## src/rtl/fsmc_pkg.sv

```systemverilog
// Shared types and constants for the FSMC-to-register-bus bridge.
package fsmc_pkg;
  typedef enum logic [1:0] {
    IDLE     = 2'd0,
    RD_WAIT  = 2'd1,
    RD_DRIVE = 2'd2
  } rd_state_t;

  localparam int SYNC_STAGES = 2;
  localparam int RD_LAT_DEF  = 2;
  localparam int TO_CYC_DEF  = 255;
endpackage

```

## src/rtl/sync_pipe.sv

```systemverilog
// Multi-stage register pipeline with synchronous reset to a configurable idle value.
module sync_pipe
  import fsmc_pkg::*;
#(
  parameter int             W       = 1,
  parameter logic [W-1:0]   RST_VAL = '0
) (
  input  logic         clk,
  input  logic         sclr,
  input  logic [W-1:0] din,
  output logic [W-1:0] dout
);
  logic [W-1:0] stage [SYNC_STAGES];

  always_ff @(posedge clk) begin
    if (sclr) begin
      for (int i = 0; i < SYNC_STAGES; i++) stage[i] <= RST_VAL;
    end else begin
      stage[0] <= din;
      for (int i = 1; i < SYNC_STAGES; i++) stage[i] <= stage[i-1];
    end
  end

  assign dout = stage[SYNC_STAGES-1];
endmodule

```

## src/rtl/fsmc_bridge.sv

```systemverilog
// Async FSMC/NOR bus to synchronous register bus bridge: resynchronised pins,
// single-cycle writes, fixed-latency reads with NWAIT, sticky error flag.
module fsmc_bridge
  import fsmc_pkg::*;
#(
  parameter int RD_LAT = RD_LAT_DEF,
  parameter int TO_CYC = TO_CYC_DEF
) (
  input  logic        clk,
  input  logic        sclr,
  input  logic        fsmc_ne,
  input  logic        fsmc_noe,
  input  logic        fsmc_nwe,
  input  logic [1:0]  fsmc_nbl,
  input  logic [15:0] fsmc_a,
  input  logic [15:0] fsmc_d_in,
  output logic [15:0] fsmc_d_out,
  output logic        fsmc_d_oe,
  output logic        fsmc_nwait,
  output logic [15:0] rdaddr,
  output logic [15:0] wraddr,
  output logic [1:0]  be,
  output logic        write,
  output logic [15:0] wrdata,
  input  logic [15:0] rddata,
  output logic        bus_err,
  input  logic        bus_err_clr
);
  localparam int CW = $clog2(TO_CYC + 1);
  localparam int PW = 37;

  logic [PW-1:0] pins, spins;
  logic          s_ne, s_noe, s_nwe;
  logic [1:0]    s_nbl;
  logic [15:0]   s_a, s_d;

  assign pins = {fsmc_ne, fsmc_noe, fsmc_nwe, fsmc_nbl, fsmc_a, fsmc_d_in};

  sync_pipe #(
    .W       (PW),
    .RST_VAL ({3'b111, 2'b11, 16'h0000, 16'h0000})
  ) u_sync (
    .clk  (clk),
    .sclr (sclr),
    .din  (pins),
    .dout (spins)
  );

  assign {s_ne, s_noe, s_nwe, s_nbl, s_a, s_d} = spins;

  rd_state_t     state;
  logic [CW-1:0] cnt;
  logic          prev_noe, prev_nwe;
  logic [1:0]    settle_cnt;
  logic          noe_armed, nwe_armed;
  logic [15:0]   hold_a, hold_d;
  logic [1:0]    hold_be;
  logic          wr_pend, wr_abort, wr_fire;
  logic          settled, noe_fall, nwe_rise, proto_err, timeout;

  // Edges only count once the pipeline holds real pin values and the strobe
  // has been seen high, so a strobe held low through reset is ignored.
  assign settled   = (settle_cnt == 2'(SYNC_STAGES));
  assign noe_fall  = noe_armed & prev_noe & ~s_noe;
  assign nwe_rise  = nwe_armed & ~prev_nwe & s_nwe;
  assign proto_err = ~s_noe & ~s_nwe;
  assign timeout   = (state != IDLE) && (cnt == CW'(TO_CYC - 1));

  always_ff @(posedge clk) begin
    if (sclr) begin
      prev_noe   <= 1'b1;
      prev_nwe   <= 1'b1;
      settle_cnt <= 2'd0;
      noe_armed  <= 1'b0;
      nwe_armed  <= 1'b0;
    end else begin
      prev_noe <= s_noe;
      prev_nwe <= s_nwe;
      if (!settled) settle_cnt <= settle_cnt + 2'd1;
      if (settled && s_noe) noe_armed <= 1'b1;
      if (settled && s_nwe) nwe_armed <= 1'b1;
    end
  end

  always_ff @(posedge clk) begin
    if (sclr) begin
      state      <= IDLE;
      cnt        <= '0;
      rdaddr     <= 16'h0000;
      fsmc_d_out <= 16'h0000;
      fsmc_d_oe  <= 1'b0;
      fsmc_nwait <= 1'b1;
    end else if (proto_err || timeout) begin
      state      <= IDLE;
      fsmc_d_oe  <= 1'b0;
      fsmc_nwait <= 1'b1;
    end else begin
      case (state)
        IDLE: begin
          if (noe_fall && !s_ne && s_nwe) begin
            rdaddr     <= s_a;
            cnt        <= '0;
            fsmc_nwait <= 1'b0;
            state      <= RD_WAIT;
          end
        end
        RD_WAIT: begin
          cnt <= cnt + CW'(1);
          if (cnt == CW'(RD_LAT)) begin
            fsmc_d_out <= rddata;
            fsmc_d_oe  <= 1'b1;
            fsmc_nwait <= 1'b1;
            state      <= RD_DRIVE;
          end
        end
        RD_DRIVE: begin
          cnt <= cnt + CW'(1);
          if (s_noe || s_ne) begin
            fsmc_d_oe <= 1'b0;
            state     <= IDLE;
          end
        end
        default: begin
          state      <= IDLE;
          fsmc_d_oe  <= 1'b0;
          fsmc_nwait <= 1'b1;
        end
      endcase
    end
  end

  // Write address/data load on the detected rising edge; the strobe follows a
  // cycle later so the holding registers are free for a back-to-back write.
  always_ff @(posedge clk) begin
    if (sclr) begin
      hold_a   <= 16'h0000;
      hold_d   <= 16'h0000;
      hold_be  <= 2'b00;
      wr_pend  <= 1'b0;
      wr_abort <= 1'b0;
      wr_fire  <= 1'b0;
      write    <= 1'b0;
      wraddr   <= 16'h0000;
      wrdata   <= 16'h0000;
      be       <= 2'b00;
    end else begin
      write   <= wr_fire;
      wr_fire <= 1'b0;
      if (proto_err) begin
        wr_pend  <= 1'b0;
        wr_abort <= 1'b1;
      end else begin
        if (s_nwe) wr_abort <= 1'b0;
        if (!s_ne && !s_nwe && nwe_armed && !wr_abort) begin
          hold_a  <= s_a;
          hold_d  <= s_d;
          hold_be <= ~s_nbl;
          wr_pend <= 1'b1;
        end
        if (nwe_rise && wr_pend && (state == IDLE)) begin
          wraddr  <= hold_a;
          wrdata  <= hold_d;
          be      <= hold_be;
          wr_fire <= 1'b1;
          wr_pend <= 1'b0;
        end else if (nwe_rise) begin
          wr_pend <= 1'b0;
        end
      end
    end
  end

  always_ff @(posedge clk) begin
    if (sclr) begin
      bus_err <= 1'b0;
    end else if (proto_err || timeout) begin
      bus_err <= 1'b1;
    end else if (bus_err_clr) begin
      bus_err <= 1'b0;
    end
  end
endmodule

```

## config.mk

```make
export PLATFORM = sky130hd
export DESIGN_NAME = fsmc_bridge
export DESIGN_NICKNAME = d
export VERILOG_FILES = /design/src/rtl/fsmc_pkg.sv /design/src/rtl/sync_pipe.sv /design/src/rtl/fsmc_bridge.sv
export SDC_FILE = /design/constraint.sdc
export NUM_CORES = 1
export LEC_CHECK = 0
export ABC_AREA = 1
export BUFFER_PORTS_ARGS = -buffer_cell sky130_fd_sc_hd__buf_2
export CORE_ASPECT_RATIO = 0.7
export CORE_MARGIN = 8
export CORE_UTILIZATION = 40
export DETAILED_ROUTE_END_ITERATION = 10
export PLACE_DENSITY = 0.61
export SLEW_MARGIN = 20
export SYNTH_ARGS = -nofsm -noshare
export SYNTH_HDL_FRONTEND = slang
export SYNTH_SLANG_ARGS = --single-unit
export TNS_END_PERCENT = 20
```

## constraint.sdc

```tcl
create_clock -name clk -period 3.3 [get_ports clk]
set_input_delay 0 -clock clk [delete_from_list [all_inputs] [get_ports clk]]
set_output_delay 0 -clock clk [all_outputs]
set_load 0.01 [all_outputs]
```

# After elaboration in Yosys (flattened, before gate mapping)

Memory sizes are Yosys's and may differ from the RTL's.
Index checks and enable logic that the tools add are counted.

Register bits after elaboration: 123
Bits in writable memories: 74
Input bits: 56
Memories kept: 1
Word-level logic and storage cells: 101

Add/sub/neg operators: 2
Reductions and logical operators: 32
Bitwise logic cells: 15
Mux-type cells: 21
Equality and inequality tests: 8

Memories:

| name         | depth | bits a word | rd ports | clocked after memory_dff | wr ports | line            | RTL |
|---|---|---|---|---|---|---|---|
| u_sync.stage | 2     | 37          | 2        | 0                        | 2        | sync_pipe.sv:13 | `logic [W-1:0] stage [SYNC_STAGES];` |

Operators with widths:

| cell                                           | number |
|---|---|
| 2-to-1 mux 37 bit                              | 2 |
| AND reduction 3 bit                            | 6 |
| one-hot mux 8 bit (2 select lines)             | 1 |
| 2-to-1 mux 1 bit                               | 11 |
| logical AND 1 bit                              | 10 |
| adder 8 x 1 -> 8 bit (second input constant)   | 1 |
| == test 8 x 2 -> 1 bit (second input constant) | 1 |
| == test 8 bit (second input constant)          | 1 |
| 2-to-1 mux 8 bit                               | 1 |
| nonzero test 2 bit                             | 4 |
| inverter 1 bit                                 | 7 |
| 2-to-1 mux 2 bit                               | 3 |
| inequality test 2 bit (second input constant)  | 3 |
| one-hot mux 1 bit (3 select lines)             | 2 |
| one-hot mux 2 bit (3 select lines)             | 1 |
| OR reduction 2 bit                             | 3 |
| bitwise AND 1 bit                              | 5 |
| == test 2 bit (second input constant)          | 2 |
| AND reduction 2 bit                            | 2 |
| OR reduction 4 bit                             | 1 |
| logical NOT 1 bit                              | 3 |
| adder 2 x 1 -> 2 bit (second input constant)   | 1 |
| == test 2 x 1 -> 1 bit (second input constant) | 1 |
| logical NOT 2 bit                              | 1 |
| 3 further kinds                                | 5 |

# Longest topological paths before layout

Depth after elaboration: 6
Depth in mapped cells: 11
Gate-level depth less buffers: 11

# Cells and area by module

Synthesis repeated with hierarchy kept, for this count alone.

Cells, all modules: 884
Area total of the unflattened synthesis: 7,134.3 um^2

Modules (own cells, without submodules):

| module      | cells each | sequential area each (um^2) | instances | area an instance (um^2) |
|---|---|---|---|---|
| fsmc_bridge | 617        | 2,462.4                     | 1         | 4,743.3 |
| sync_pipe   | 267        | 1,481.4                     | 1         | 2,391.0 |

# Worst setup path after synthesis

Ideal clock, no wire load.

Path type: register to register
Start point: register state[0]
End point: register cnt[5]
Library setup time: 114 ps
Setup slack: 1,794 ps
Arrival time: 1,392 ps
Period minus slack after synthesis: 1,506 ps
Buffers on the path: 1
Required time: 3,186 ps
Cell stages (with the launch flop): 11
Cells stage by stage: dfxtp_1 -> inv_1 -> ha_1 -> clkbuf_1 -> nor2_1 -> inv_1 -> nand2_1 -> nor2_4 -> nand2_1 -> nand2_1 -> nor2_1

Cells in the longest elaborated chain, start to end: 5

Ends and longest elaborated chain:

| item                                                        | line               | RTL |
|---|---|---|
| start: declaration                                          | fsmc_bridge.sv:51  | `rd_state_t state;` |
| start signal: assignment                                    | fsmc_bridge.sv:87  | `state <= IDLE;` |
| start signal: assignment                                    | fsmc_bridge.sv:94  | `state <= IDLE;` |
| start signal: assignment                                    | fsmc_bridge.sv:104 | `state <= RD_WAIT;` |
| branches (longest 5 deep; another with AND reduction 3 bit) | n/a                |  |
| end signal: assignment                                      | fsmc_bridge.sv:108 | `cnt <= cnt + CW'(1);` |
| end signal: assignment                                      | fsmc_bridge.sv:117 | `cnt <= cnt + CW'(1);` |
| end: declaration                                            | fsmc_bridge.sv:52  | `logic [CW-1:0] cnt;` |

Parallel ways; which one is timed is not known.
A chain may end at the register's enable or synchronous reset.

==> insert_results.sql <==
INSERT INTO impl_metrics (metric_group, metric, value, unit) VALUES
('synth', 'ys_types', '26', ''),
('clock_tree', 'insertion_delay', '0.42', 'ns'),
('die', 'floorplan.die_area', '0.0218', 'sq mm'),
('placed_design', 'io_buffers', '125', ''),
('power', 'comb_power_share', '10.5', '%'),
('power', 'power-per-cell-area', '569', 'mW/mm^2'),
('worst_setup_path', 'slowest_stage', 'sky130_fd_sc_hd__clkinv_1', ''),
('die', 'io_pins', '126', ''),
('clock_tree', 'cts_tree', 'done', ''),
('timing', 'finalSetupViolCount', '0', ''),
('route', 'detail_route.drc_violations', '0', ''),
('timing', 'fin_skew', '0.00757', 'ns'),
('synth', 'synthesis.area', '0.00690', 'sq mm'),
('power', 'total_power', '4.98', 'mW'),
('clock_tree', 'htreeDepth', '4', ''),
('worst_setup_path', 'worst_r2r_endpoint', 'cnt[3]$_SDFFE_PP0P_', ''),
('worst_setup_path', 'worstPathCellList', 'nor2_1 > clkinv_1 > nand2_1 > nor2_4 > nand2_1 > a21oi_1', ''),
('synth', 'synth.ff_latch_count', '197', ''),
('clock_tree', 'clock-root-buffer', 'sky130_fd_sc_hd__clkbuf_16', ''),
('global_routing', 'largest_net_degree_at_the_start_of_global_routing', '104', ''),
('synth', 'netlist.area_leader.share', '57.2', '%'),
('die', 'initial_cell_density_of_the_core', '40.5', '%'),
('synth', 'post_synthesis_instance_total', '869', ''),
('worst_setup_path', 'required_time_reported_for_the_critical_path_endpoint', '3.56', 'ns'),
('synth', 'mean_instance_size_in_the_synthesized_netlist', '7.94', 'sq um'),
('timing', 'fin_crit', '2.33', 'ns'),
('synth', 'synth_nets', '932', ''),
('clock_tree', 'clk_transition_reported_paths', '0.07', 'ns'),
('power', 'power.clock.fraction', '39.2', '%'),
('global_routing', 'globalRouteTotalUtil', '15.3', '%'),
('global_routing', 'initial_antenna_violation_count', '0', ''),
('worst_setup_path', 'timing.reg2reg.worst_path_depth', '6', ''),
('timing', 'timing_hold_violations_final', '0', ''),
('synth', 'synthesized_area_fraction_occupied_by_ao_oa_aoi_and_oai_cells', '7.82', '%'),
('route', 'antenna_left', '0', ''),
('hold_path', 'min_path_type', 'in2reg', ''),
('die', 'rows', '40', ''),
('synth', 'synth_simple_gate_area_share', '24.4', '%'),
('route', 'totalWireLength', '16.8', 'mm'),
('timing', 'rsz_0062_raised_after_global_routing', 'no', ''),
('final_layout', 'antenna_cells', '0', ''),
('global_routing', 'global_route_total_overflow', '0', ''),
('worst_setup_path', 'critical_path_buf_inv_count', '1', ''),
('worst_setup_path', 'maximum_fanout_count_along_the_critical_path', '36', ''),
('final_layout', 'post_route_cells_drive_above_1_share', '17.5', '%'),
('die', 'floorplan.die.height', '126', 'microns'),
('synth', 'synthesis.yosys.warnings', '0', ''),
('route', 'drtIter0Drc', '438', ''),
('clock_tree', 'cts_post_setup_buffers_inserted', '0', ''),
('timing', 'final_max_slew_viol_count', '0', ''),
('worst_setup_path', 'setup.worst_path.class', 'reg2reg', ''),
('clock_tree', 'clock_sink_count', '197', ''),
('worst_setup_path', 'max_stage_delay', '0.79', 'ns'),
('timing', 'fin_setup_tns', '0', 'ns'),
('clock_tree', 'cts-buffers-inserted', '17', ''),
('route', 'vias', '5657', ''),
('power', 'power.share.switching', '25.0', '%'),
('hold_path', 'hold_depth', '3', ''),
('synth', 'synth_xor_xnor_area_share', '0.254', '%'),
('synth', 'post_synth_main_area_contributors', 'sky130_fd_sc_hd__dfxtp_1, sky130_fd_sc_hd__nor2_1, sky130_fd_sc_hd__nand2_1', ''),
('run_status', 'result_of_the_run', 'complete, no violations', ''),
('job', 'drv.max_cap_violation_count', '0', ''),
('hold_path', 'hp-start', 'fsmc_noe', ''),
('synth', 'synth.yosys.seq_area_share', '57.2', '%'),
('power', 'power_switching', '1.25', 'mW'),
('global_routing', 'first_global_vias', '5184', ''),
('timing', 'maxSlewHeadroom', '33.6', '%'),
('power', 'p_int', '3.73', 'mW'),
('worst_setup_path', 'timing.critical_path.to_type', 'flip-flop', ''),
('synth', 'synth_top_family_by_area', 'simple AND/OR/NAND/NOR gates', ''),
('worst_setup_path', 'r2r_setup_slack', '0.97', 'ns');
[cell families after synthesis]
kind of cell,after synthesis
flops,197
buf+inv,150
fa+ha+maj,7
compound gates,105
xor+xnor,2
simple gates,408
[worst register-to-register path, cell delays in order (launching register included)]
cell                       delay [ns]
sky130_fd_sc_hd__dfxtp_1         0.38
sky130_fd_sc_hd__nor2_1          0.17
sky130_fd_sc_hd__clkinv_1        0.79
sky130_fd_sc_hd__nand2_1         0.57
sky130_fd_sc_hd__nor2_4          0.12
sky130_fd_sc_hd__nand2_1         0.08
sky130_fd_sc_hd__a21oi_1         0.06
[worst max path at each step]
stage	to	depth (start not counted)	from	slack, ns
final	cnt[3]$_SDFFE_PP0P_	6	u_sync.stage[0][71]$_SDFF_PP1_	0.97
after detailed placement	cnt[5]$_SDFFE_PP0P_	6	u_sync.stage[0][71]$_SDFF_PP1_	0.98
after CTS	cnt[5]$_SDFFE_PP0P_	6	u_sync.stage[0][71]$_SDFF_PP1_	0.97
after global placement	cnt[5]$_SDFFE_PP0P_	6	u_sync.stage[0][71]$_SDFF_PP1_	1.02
after floorplan	cnt[5]$_SDFFE_PP0P_	10	state[0]$_SDFFE_PP0P_	1.79
after global routing	cnt[5]$_SDFFE_PP0P_	6	u_sync.stage[0][71]$_SDFF_PP1_	0.71
[cell usage after synthesis, drive strengths merged]
library cell	count
a21oi	65
dfxtp	197
buf	17
xor2	2
nand4	1
or2	12
nor2	197
nor4	1
ha	7
o21ai	37
nand3	62
a31oi	1
nor3	2
clkbuf	26
nand2	133
o21bai	2
inv	105
clkinv	2
[area by class of cell]
| type | instances | area (sq um) |
|---|---|---|
| clock buffers | 20 | 457 |
| clock inverters | 12 | 104 |
| fillers | 1666 | 8260 |
| inverters | 107 | 402 |
| multi-input cells | 522 | 2330 |
| flip-flops and latches | 197 | 3940 |
| well taps | 231 | 289 |
| repair buffers | 187 | 1230 |
[flip-flops by register name, indices dropped and copies added (netlist names)]
name          flops
wr_abort          1
fsmc_nwait        1
settle_cnt        2
write             1
cnt               8
u_sync.stage     74
wrdata           16
nwe_armed         1
hold_d           16
be                2
wraddr           16
hold_a           16
noe_armed         1
wr_fire           1
hold_be           2
fsmc_d_out       16
state             2
fsmc_d_oe         1
rdaddr           16
bus_err           1
prev_nwe          1
wr_pend           1
prev_noe          1
[power by group through the flow]
stage / combinational [mW] / clock, mW / sequential, mW
CTS: 0.526 / 2.00 / 2.50
floorplan: 0.329 / 0 / 2.54
global route: 0.604 / 2.10 / 2.51
detailed placement: 0.475 / 0 / 2.55
finish: 0.525 / 1.95 / 2.50
global placement: 0.472 / 0 / 2.55
[repair_timing]
item | 4_1_cts | 5_1_grt
hold buffers | 55 | 0
hold endpoints to repair | 83 | 0
gates resized for setup | 0 | 0
[through the flow]
stage          area, sq um  hold WS [ns]  utilization (%)  std cells  worst slack [ns]
3_3_place_gp          7640         0.187             44.9       1189              1.02
5_1_grt               8750         0.298             51.4       1276             0.712
4_1_cts               8750         0.290             51.4       1276             0.969
3_5_place_dp          7640         0.189             44.9       1189             0.982
6_report              8750         0.298             51.4       1276             0.970
2_1_floorplan         6900         0.104                -        869              1.79
[per-layer routing]
metal	global-route usage, %	part of all wire (%)
met5	0	0
met4	3.49	0.66
met3	4.48	5.5
met2	19.3	38
met1	24.1	56
Power figures use the tool's default switching activity.
